===== config.mk =====
export PLATFORM = sky130hd
export DESIGN_NAME = priority_encoder_seq_flat
export DESIGN_NICKNAME = d
export VERILOG_FILES = /design/src/rtl/priority_encoder_seq_pkg.sv /design/src/rtl/priority_encoder_seq_if.sv /design/src/rtl/priority_encoder_seq_find.sv /design/src/rtl/priority_encoder_seq.sv /design/src/flat_wrapper.sv
export SDC_FILE = /design/constraint.sdc
export NUM_CORES = 1
export LEC_CHECK = 0
export BUFFER_PORTS_ARGS = -buffer_cell sky130_fd_sc_hd__buf_2
export CORE_UTILIZATION = 47
export DETAILED_ROUTE_END_ITERATION = 10
export GPL_TIMING_DRIVEN = 0
export PLACE_DENSITY = 0.87
export SYNTH_ARGS = -nofsm -noshare
export SYNTH_HDL_FRONTEND = slang
export SYNTH_SLANG_ARGS = --single-unit

===== constraint.sdc =====
create_clock -name clk -period 1.8 [get_ports clk]
set_input_delay 0.45 -clock clk [delete_from_list [all_inputs] [get_ports clk]]
set_output_delay 0.45 -clock clk [all_outputs]
set_load 0.02 [all_outputs]

===== src/rtl/priority_encoder_seq_pkg.sv =====
// Shared definitions for the sequential priority encoder: default line count,
// index-width helper and the one-hot seed used to turn an index into a clear mask.
package prio_pkg;

  localparam int DEFAULT_N = 8;
  localparam int MAX_N     = 64;

  // Bit 0 set. Shifting this left by an index gives that index's one-hot mask.
  localparam logic [MAX_N-1:0] ONEHOT_LSB = {{(MAX_N-1){1'b0}}, 1'b1};

  // Index width that never collapses to zero bits, even for tiny N.
  function automatic int clog2_min1(input int n);
    return (n <= 2) ? 1 : $clog2(n);
  endfunction

endpackage


===== src/rtl/priority_encoder_seq_if.sv =====
// Request/issue bus of the sequential priority encoder.
// slave: the encoder itself. master: the request source plus the consuming dispatch unit.
interface priority_encoder_seq_if
  import prio_pkg::*;
#(
  parameter int N = DEFAULT_N
);

  localparam int W = clog2_min1(N);

  logic         en;
  logic [N-1:0] req;
  logic [N-1:0] mask;
  logic         out_valid;
  logic         out_ready;
  logic [W-1:0] y;
  logic [N-1:0] pend;
  logic         any;

  modport master (
    output en, req, mask, out_ready,
    input  out_valid, y, pend, any
  );

  modport slave (
    input  en, req, mask, out_ready,
    output out_valid, y, pend, any
  );

endinterface


===== src/rtl/priority_encoder_seq_find.sv =====
// Combinational winner search over an eligible vector.
// Build option PRIO_ROUND_ROBIN_EN: search begins just below 'start' and wraps
// downwards, so 'start' itself is considered last. Otherwise the highest set bit wins.
module prio_find
  import prio_pkg::*;
#(
  parameter  int N = DEFAULT_N,
  localparam int W = clog2_min1(N)
) (
  input  logic [N-1:0] vec,
  input  logic [W-1:0] start,
  output logic [W-1:0] idx,
  output logic         found
);

`ifdef PRIO_ROUND_ROBIN_EN
  // Scan from the lowest-priority offset up so the closest hit below start overwrites the rest
  always_comb begin
    int pos;
    idx   = '0;
    found = 1'b0;
    pos   = 0;
    for (int k = N; k >= 1; k--) begin
      pos = (int'(start) + N - k) % N;
      if (vec[pos]) begin
        idx   = W'(pos);
        found = 1'b1;
      end
    end
  end
`else
  logic unused_start;
  assign unused_start = ^start;

  // Scan upwards so the highest set bit is the final write
  always_comb begin
    idx   = '0;
    found = 1'b0;
    for (int k = 0; k < N; k++) begin
      if (vec[k]) begin
        idx   = W'(k);
        found = 1'b1;
      end
    end
  end
`endif

endmodule


===== src/rtl/priority_encoder_seq.sv =====
// Sequential priority encoder: sticky pending register fed by request pulses,
// one index issued per cycle through a valid/ready handshake.
// Build option PRIO_ROUND_ROBIN_EN switches from fixed to rotating priority.
module priority_encoder_seq
  import prio_pkg::*;
#(
  parameter  int N = DEFAULT_N,
  localparam int W = clog2_min1(N)
) (
  input logic                   clk,
  input logic                   rst,
  priority_encoder_seq_if.slave bus
);

  localparam logic [N-1:0] ONE = ONEHOT_LSB[N-1:0];

  logic [N-1:0] pend;
  logic [N-1:0] pend_next;
  logic [N-1:0] mask_q;
  logic [N-1:0] elig;
  logic [N-1:0] clr;
  logic         out_valid;
  logic         any;
  logic         issue;
  logic         found;
  logic [W-1:0] y;
  logic [W-1:0] idx;
  logic [W-1:0] start;

`ifdef PRIO_ROUND_ROBIN_EN
  logic [W-1:0] last;
  assign start = last;
`else
  assign start = '0;
`endif

  prio_find #(.N(N)) u_find (
    .vec   (elig),
    .start (start),
    .idx   (idx),
    .found (found)
  );

  // Decide whether to issue this cycle and fold the issued bit out of pending; a new request on the same line wins
  always_comb begin
    elig      = pend & bus.mask;
    issue     = bus.en && found && (!out_valid || bus.out_ready);
    clr       = issue ? (ONE << idx) : '0;
    pend_next = (pend & ~clr) | bus.req;
  end

  // State update: pending capture, output register with handshake, status flag
  always_ff @(posedge clk) begin
    if (rst) begin
      pend      <= '0;
      mask_q    <= '0;
      out_valid <= 1'b0;
      y         <= '0;
      any       <= 1'b0;
`ifdef PRIO_ROUND_ROBIN_EN
      last      <= '0;
`endif
    end else begin
      pend   <= pend_next;
      mask_q <= bus.mask;
      any    <= |(pend_next & mask_q);
      if (issue) begin
        y         <= idx;
        out_valid <= 1'b1;
`ifdef PRIO_ROUND_ROBIN_EN
        last      <= idx;
`endif
      end else if (out_valid && bus.out_ready) begin
        out_valid <= 1'b0;
      end
    end
  end

  assign bus.out_valid = out_valid;
  assign bus.y         = y;
  assign bus.pend      = pend;
  assign bus.any       = any;

endmodule


===== src/flat_wrapper.sv =====
// flat-port wrapper written by rule: the top's interface ports become plain ports
module priority_encoder_seq_flat import prio_pkg::*;
#(
  parameter  int N = DEFAULT_N,
  localparam int W = clog2_min1(N)
)
  (clk, rst, bus_en, bus_req, bus_mask, bus_out_ready, bus_out_valid, bus_y, bus_pend, bus_any);
  priority_encoder_seq_if #(.N(N)) bus_i ();
  input logic clk;
  input logic rst;
  input wire logic [$bits(bus_i.en)-1:0] bus_en;
  input wire logic [$bits(bus_i.req)-1:0] bus_req;
  input wire logic [$bits(bus_i.mask)-1:0] bus_mask;
  input wire logic [$bits(bus_i.out_ready)-1:0] bus_out_ready;
  output wire logic [$bits(bus_i.out_valid)-1:0] bus_out_valid;
  output wire logic [$bits(bus_i.y)-1:0] bus_y;
  output wire logic [$bits(bus_i.pend)-1:0] bus_pend;
  output wire logic [$bits(bus_i.any)-1:0] bus_any;
  assign bus_i.en = bus_en;
  assign bus_i.req = bus_req;
  assign bus_i.mask = bus_mask;
  assign bus_i.out_ready = bus_out_ready;
  assign bus_out_valid = bus_i.out_valid;
  assign bus_y = bus_i.y;
  assign bus_pend = bus_i.pend;
  assign bus_any = bus_i.any;
  priority_encoder_seq #(.N(N)) u_core (.clk(clk), .rst(rst), .bus(bus_i));
endmodule

==> results_dict.tcl, run 1 <==
set metrics [dict create \
    drtPass1Iterations 4 \
    drv_slew 0 \
    r2r_cells 6 \
    seq_area_frac_synth 0.457 \
    synth_edf_count 0 \
    netlist_top_cells_area "dfxtp_1 46%, nor2b_1 6.1%, nor2_1 5.7%, nand2_1 4.1%, a21oi_1 3.8%" \
    reg2reg_slack_ns 0.11 \
    ioPinCount 33 \
    path_delay_family "compound AO/OA/AOI/OAI gates" \
    synthAdderAreaFrac 0 \
    rsz0062_at_grt "no" \
    yosys.area_share.simple 0.216 \
    dieHeight_um 46.3 \
    end_kind "flop" \
    drt_iter0_drc 24 \
    grt_use_met1 0.259 \
    fmax_mhz 591 \
    critPathLaunch "u_core.bus.pend[4]" \
    hp-class "in2reg" \
    path_class "reg2reg" \
    min_period_ns 1.69 \
    crit_cells 6 \
    r2r_start "u_core.bus.pend[4]" \
    antenna_left 0 \
    crit_fanout 5 \
    p_leak_nw 0.499 \
    crit_path_cell_trace "a22oi_2, nand4_1, or3_1, o22ai_1, o22a_1, a41oi_1" \
    grt_first_pass_wirelength_um 3120 \
    num_vias 907 \
    setup_viol 0 \
    busiest_layer "met2" \
    synth_compound_area_frac 0.303 \
    syn-num-nets 122 \
    die-area_mm2 0.00214 \
    synth_area_per_cell_um2 9.03 \
    utilization 0.643 \
    final.setup.tns_ns 0 \
    fp.coreArea_mm2 0.00178 \
    path_buf_inv 0 \
    post_cts_buffers 0 \
    ys_warn_count 0 \
    startpoint_type "flop" \
    std_cell_rows 15 \
    drive_above_1_share 0.326 \
    post_dp_cell_area_mm2 0.00111 \
    dpl_worst_slack_ns -0.152 \
    status "complete, no violations" \
    relSlewSlack 0.686 \
    crit_end "u_core.bus.any" \
    r2r_end "u_core.bus.any" \
    crit_path_max_incr_delay_ns 0.37 \
    grt_max_degree 12 \
    n_antenna_cell 0 \
    yosysTopAreaCell "dfxtp_1" \
    synthFlopType "dfxtp_1" \
    critical_path_arrival_ns 1.86 \
    final_nets 159 \
    syn-instance-count 102 \
    die_x_um 46.3 \
    clock_skew_ns 0.00668 \
    clock_sinks 21 \
    setup_ws_ns 0.108 \
    wl_um 2050 \
    grt_usage 0.210 \
    worstPathRequired_ns 1.97 \
    cts_buffer_depth 2 \
    antenna_found_initial 0 \
    final_cell_mix "32 x buf_2, 20 x dfxtp_1, 14 x nor2_1, 10 x nand2_1, 9 x nor2b_1" \
    syn_to_final_growth_pct 24.5 \
    cts_tree "yes" \
    synth_top_family_by_area "compound AO/OA/AOI/OAI gates" \
    grt_pass1_vias 742 \
    async_flop_share 0 \
    synth_seq_cells 21 \
    max_slew.worst_pin.slew_ns 0.472 \
    final_area_mm2 0.00115 \
    period_share 0.940 \
    timing.hold.ws_ns 0.320 \
    h-tree-depth 1 \
    portBuffers 32 \
    cts_buffers 3 \
    gp_routability_congestion 0.881 \
    ir_drop_v 0.000486 \
    grt_use_met3 0.0471 \
    viasPerCell 5.56 \
    synth_xor_area_frac 0 \
    final_common_cell "buf_2" \
    synthMuxAreaShare 0 \
    synthDistinctLibCells 32 \
    hpwl_um 1590 \
    worstSkewPairLatency_ns 0.30 \
    clockRootBuffer "clkbuf_4" \
    initial_core_util 0.516 \
    drc_errors 0 \
    synthesis.area_um2 921 \
    crit_path_top_delay_cell "dfxtp_1" \
    globalRouteMet2Util 0.341 \
    wire_per_inst_um 12.6 \
    synth_top_area_share 0.457 \
    drv_cap 0 \
    gr-total-overflow 0 \
    hold_viol_final 0 \
    clk_pin_slew_ns 0.11 \
    p_per_area_mw_per_mm2 845 \
]
==> cell type report <==
| class | count | area, um2 |
|---|---|---|
| buffer | 2 | 7.51 |
| inverter | 4 | 15.0 |
| multi-input combinational | 75 | 484 |
| fill | 159 | 637 |
| tap | 25 | 31.3 |
| sequential | 21 | 422 |
| timing repair buffer | 32 | 160 |
| clock buffer | 4 | 26.3 |
==> synthesized netlist by cell type (all sizes together), types with 2 or more instances <==
cell / count
a22oi: 2
nor2: 14
a22o: 3
nand3: 2
o22ai: 2
nand2: 10
a21oi: 7
nand4: 2
nor4: 2
clkbuf: 2
nor2b: 9
inv: 4
dfxtp: 21
o21ai: 7
a311oi: 2
==> where the power goes <==
group          internal (mW)  switching (mW)
registers              0.500          0.0253
clock network         0.0864           0.136
logic                 0.0920           0.129
==> what timing repair did <==
action                                  in CTS  in global routing
gates resized for setup                      0                  2
hold buffers                                 0                  0
endpoints found under the setup margin       0                  1
==> worst min-delay path by stage <==
| stage | startpoint | end | slack (ns) | cells after the start |
|---|---|---|---|---|
| finish | rst | u_core.mask_q[0] | 0.32 | 2 |
| global route | rst | u_core.mask_q[0] | 0.32 | 2 |
| CTS | rst | u_core.mask_q[0] | 0.31 | 2 |
| detailed placement | u_core.bus.y[0] | u_core.bus.y[0] | 0.49 | 2 |
| global placement | u_core.bus.y[2] | u_core.bus.y[2] | 0.49 | 2 |
| floorplan | u_core.mask_q[1] | u_core.bus.any | 0.48 | 2 |
==> stage by stage <==
| stage | power [mW] | cells |
|---|---|---|
| global placement | 0.747 | 159 |
| detailed placement | 0.753 | 159 |
| finish | 0.968 | 163 |
| CTS | 0.969 | 163 |
| global route | 1.02 | 163 |
| floorplan | 0.673 | 102 |
==> state kept, by name, summed over array words and instances (netlist names) <==
name,cells
u_core.bus.y,3
u_core.bus.any,1
u_core.bus.pend,8
u_core.bus.out_valid,1
u_core.mask_q,8
==> kinds of logic after synthesis <==
kind of cell           count (synthesis)
AO/OA/AOI/OAI                         34
buffers and inverters                  6
flip-flops                            21
AND/OR/NAND/NOR                       41
==> layer usage <==
metal	wire, um	up-vias	share of wire
met5	0	-	0
met4	32	0	0.016
met3	117	6	0.057
met2	1000	36	0.49
met1	902	420	0.44
li1	-	445	-
Power figures use the tool's default switching activity.
==> run 2, diff against run 1 <==
--- a/config.mk
+++ b/config.mk
@@ -6,10 +6,12 @@
 export NUM_CORES = 1
 export LEC_CHECK = 0
 export BUFFER_PORTS_ARGS = -buffer_cell sky130_fd_sc_hd__buf_2
-export CORE_UTILIZATION = 47
+export CORE_MARGIN = 2
+export CORE_UTILIZATION = 48
 export DETAILED_ROUTE_END_ITERATION = 10
 export GPL_TIMING_DRIVEN = 0
-export PLACE_DENSITY = 0.87
+export PLACE_DENSITY = 0.88
 export SYNTH_ARGS = -nofsm -noshare
 export SYNTH_HDL_FRONTEND = slang
+export SYNTH_HIERARCHICAL = 1
 export SYNTH_SLANG_ARGS = --single-unit
==> results_dict.tcl, run 2 <==
set metrics [dict create \
    reg2reg_slack_ns -0.20 \
    min_period_ns 2.00 \
    gp_routability_congestion 0.779 \
    portBuffers 32 \
    cts_buffers 3 \
    end_kind "flop" \
    p_per_area_mw_per_mm2 772 \
    drv_cap 0 \
    sw_frac_of_total 0.319 \
    initial_core_util 0.501 \
    fin_cells 197 \
    violations "negative setup slack" \
    period_share 1.11 \
    synthesis.area_um2 963 \
    rsz0062_at_grt "yes" \
    viasPerCell 5.58 \
    synth_area_per_cell_um2 8.10 \
    drive_above_1_share 0.459 \
    num_vias 1100 \
    clock_power_share 0.212 \
    n_antenna_cell 0 \
    drtPass1Iterations 4 \
    post_dp_cell_area_mm2 0.00122 \
    wl_um 2750 \
    die_x_um 48.8 \
    final_area_mm2 0.00139 \
    std_cell_rows 16 \
    worstPathRequired_ns 1.98 \
    antenna_found_initial 0 \
    relSlewSlack 0.678 \
    syn-instance-count 119 \
    r2r_cells 8 \
    final_common_cell "buf_2" \
    p_leak_nw 0.662 \
    max_slew.worst_pin.slew_ns 0.482 \
    clockRootBuffer "clkbuf_4" \
    multi_input_area_um2 592 \
    drc_errors 0 \
    syn-num-nets 139 \
    path_class "reg2reg" \
    combPwrFrac 0.306 \
    grt_usage 0.219 \
    setup_viol 3 \
    final_cell_mix "32 x buf_2, 15 x buf_4, 13 x o21ai_0, 13 x dfxtp_1" \
    hold_viol_final 0 \
    hold_start "rst" \
    dpl_worst_slack_ns -0.383 \
    crit_fanout 4 \
    hp-class "in2reg" \
    ys_warn_count 6 \
    grt_first_pass_wirelength_um 4130 \
    register_area_um2 430 \
    final_nets 191 \
    grt_max_degree 13 \
    status "complete, but fails checks" \
    drv_slew 0 \
    die-area_mm2 0.00238 \
    gr-total-overflow 0 \
    dieHeight_um 48.8 \
    fp.coreArea_mm2 0.00192 \
    top_regs "u_core/bus.pend (8), u_core/mask_q (8), u_core/bus.y (3)" \
    fillers 148 \
    clock_skew_ns 0.00391 \
    critical_path_arrival_ns 2.18 \
    setup_ws_ns -0.200 \
    fmax_mhz 500 \
    switchingPower_mw 0.343 \
    antenna_left 0 \
    clock_sinks 21 \
    r2r_start "u_core/bus.pend[6]" \
    grt_pass1_vias 971 \
    hpwl_um 1750 \
    crit_end "u_core/bus.any" \
    cts_buffer_depth 2 \
    wire_per_inst_um 14.0 \
    timing.hold.ws_ns 0.309 \
    power.share.sequential 0.482 \
    cts_tree "yes" \
    worstSkewPairLatency_ns 0.30 \
    h-tree-depth 1 \
    critPathLaunch "u_core/bus.pend[6]" \
    p_int_mw 0.733 \
    syn_to_final_growth_pct 44.7 \
    ioPinCount 33 \
    placed_cells 178 \
    ir_drop_v 0.000732 \
    drt_iter0_drc 33 \
    r2r_end "u_core/bus.any" \
    startpoint_type "flop" \
    clk_pin_slew_ns 0.12 \
]
## run 2: changes by cell type in the layout (fill, tap and decap cells not counted), moves of 6 or more
| cell | delta |
|---|---|
| dfxtp_1 | -7 |
| o21ai_0 | +8 |
| dfxtp_2 | +7 |
| nor2_1 | -6 |
| and2_4 | +7 |
| buf_4 | +15 |
## run 2: how the worst min path moves through the flow
stage                          to  slack (ns)  cells after the start
4_1_cts          u_core/mask_q[0]        0.31                      2
5_1_grt          u_core/mask_q[0]        0.30                      2
3_3_place_gp      u_core/bus.y[1]        0.44                      2
2_1_floorplan  u_core/bus.pend[1]        0.52                      2
3_5_place_dp      u_core/bus.y[1]        0.46                      2
6_report         u_core/mask_q[0]        0.31                      2
## run 2: cell type report
type / instances / area share
multi-input combinational: 88 / 0.425
sequential: 21 / 0.309
timing repair buffer: 47 / 0.196
tap: 27 / 0.0242
inverter: 8 / 0.0215
clock buffer: 3 / 0.0162
buffer: 2 / 0.00539
clock inverter: 1 / 0.00359
## run 2: power by group through the flow
stage          registers [mW]  clock network [mW]  logic, mW
2_1_floorplan           0.559                   0      0.143
3_3_place_gp            0.529                   0      0.246
3_5_place_dp            0.531                   0      0.253
4_1_cts                 0.518               0.228      0.290
5_1_grt                 0.523               0.263      0.353
6_report                0.519               0.228      0.329
## run 2: per-layer routing
layer | share of wire | global-route usage | routed length, um | up-vias
li1 | - | - | - | 518
met1 | 0.42 | 0.269 | 1150 | 524
met2 | 0.50 | 0.377 | 1370 | 45
met3 | 0.043 | 0.0276 | 118 | 13
met4 | 0.044 | 0.110 | 122 | 0
met5 | 0 | 0 | 0 | -
## run 2: worst max-delay path, stage by stage (launching register included)
cell     delay (ns)
dfxtp_2        0.34
and2_4         0.15
buf_4          0.14
o31ai_4        0.32
nand2_1        0.16
a21o_1         0.19
a22oi_1        0.24
and4_1         0.26
a31oi_1        0.09
## run 2: repair_timing
action,in CTS,in global routing
pin swaps,7,7
setup buffers,10,5
hold buffers,0,0
setup endpoints to repair,3,5
resized for setup,5,7
## run 2: through the flow
stage / utilization / power [mW] / setup TNS (ns)
after floorplan: - / 0.702 / -0.00899
after global placement: 0.633 / 0.775 / -1.01
after detailed placement: 0.633 / 0.784 / -1.33
after CTS: 0.693 / 1.04 / -0.0490
after global routing: 0.725 / 1.14 / -0.566
final: 0.725 / 1.08 / -0.250
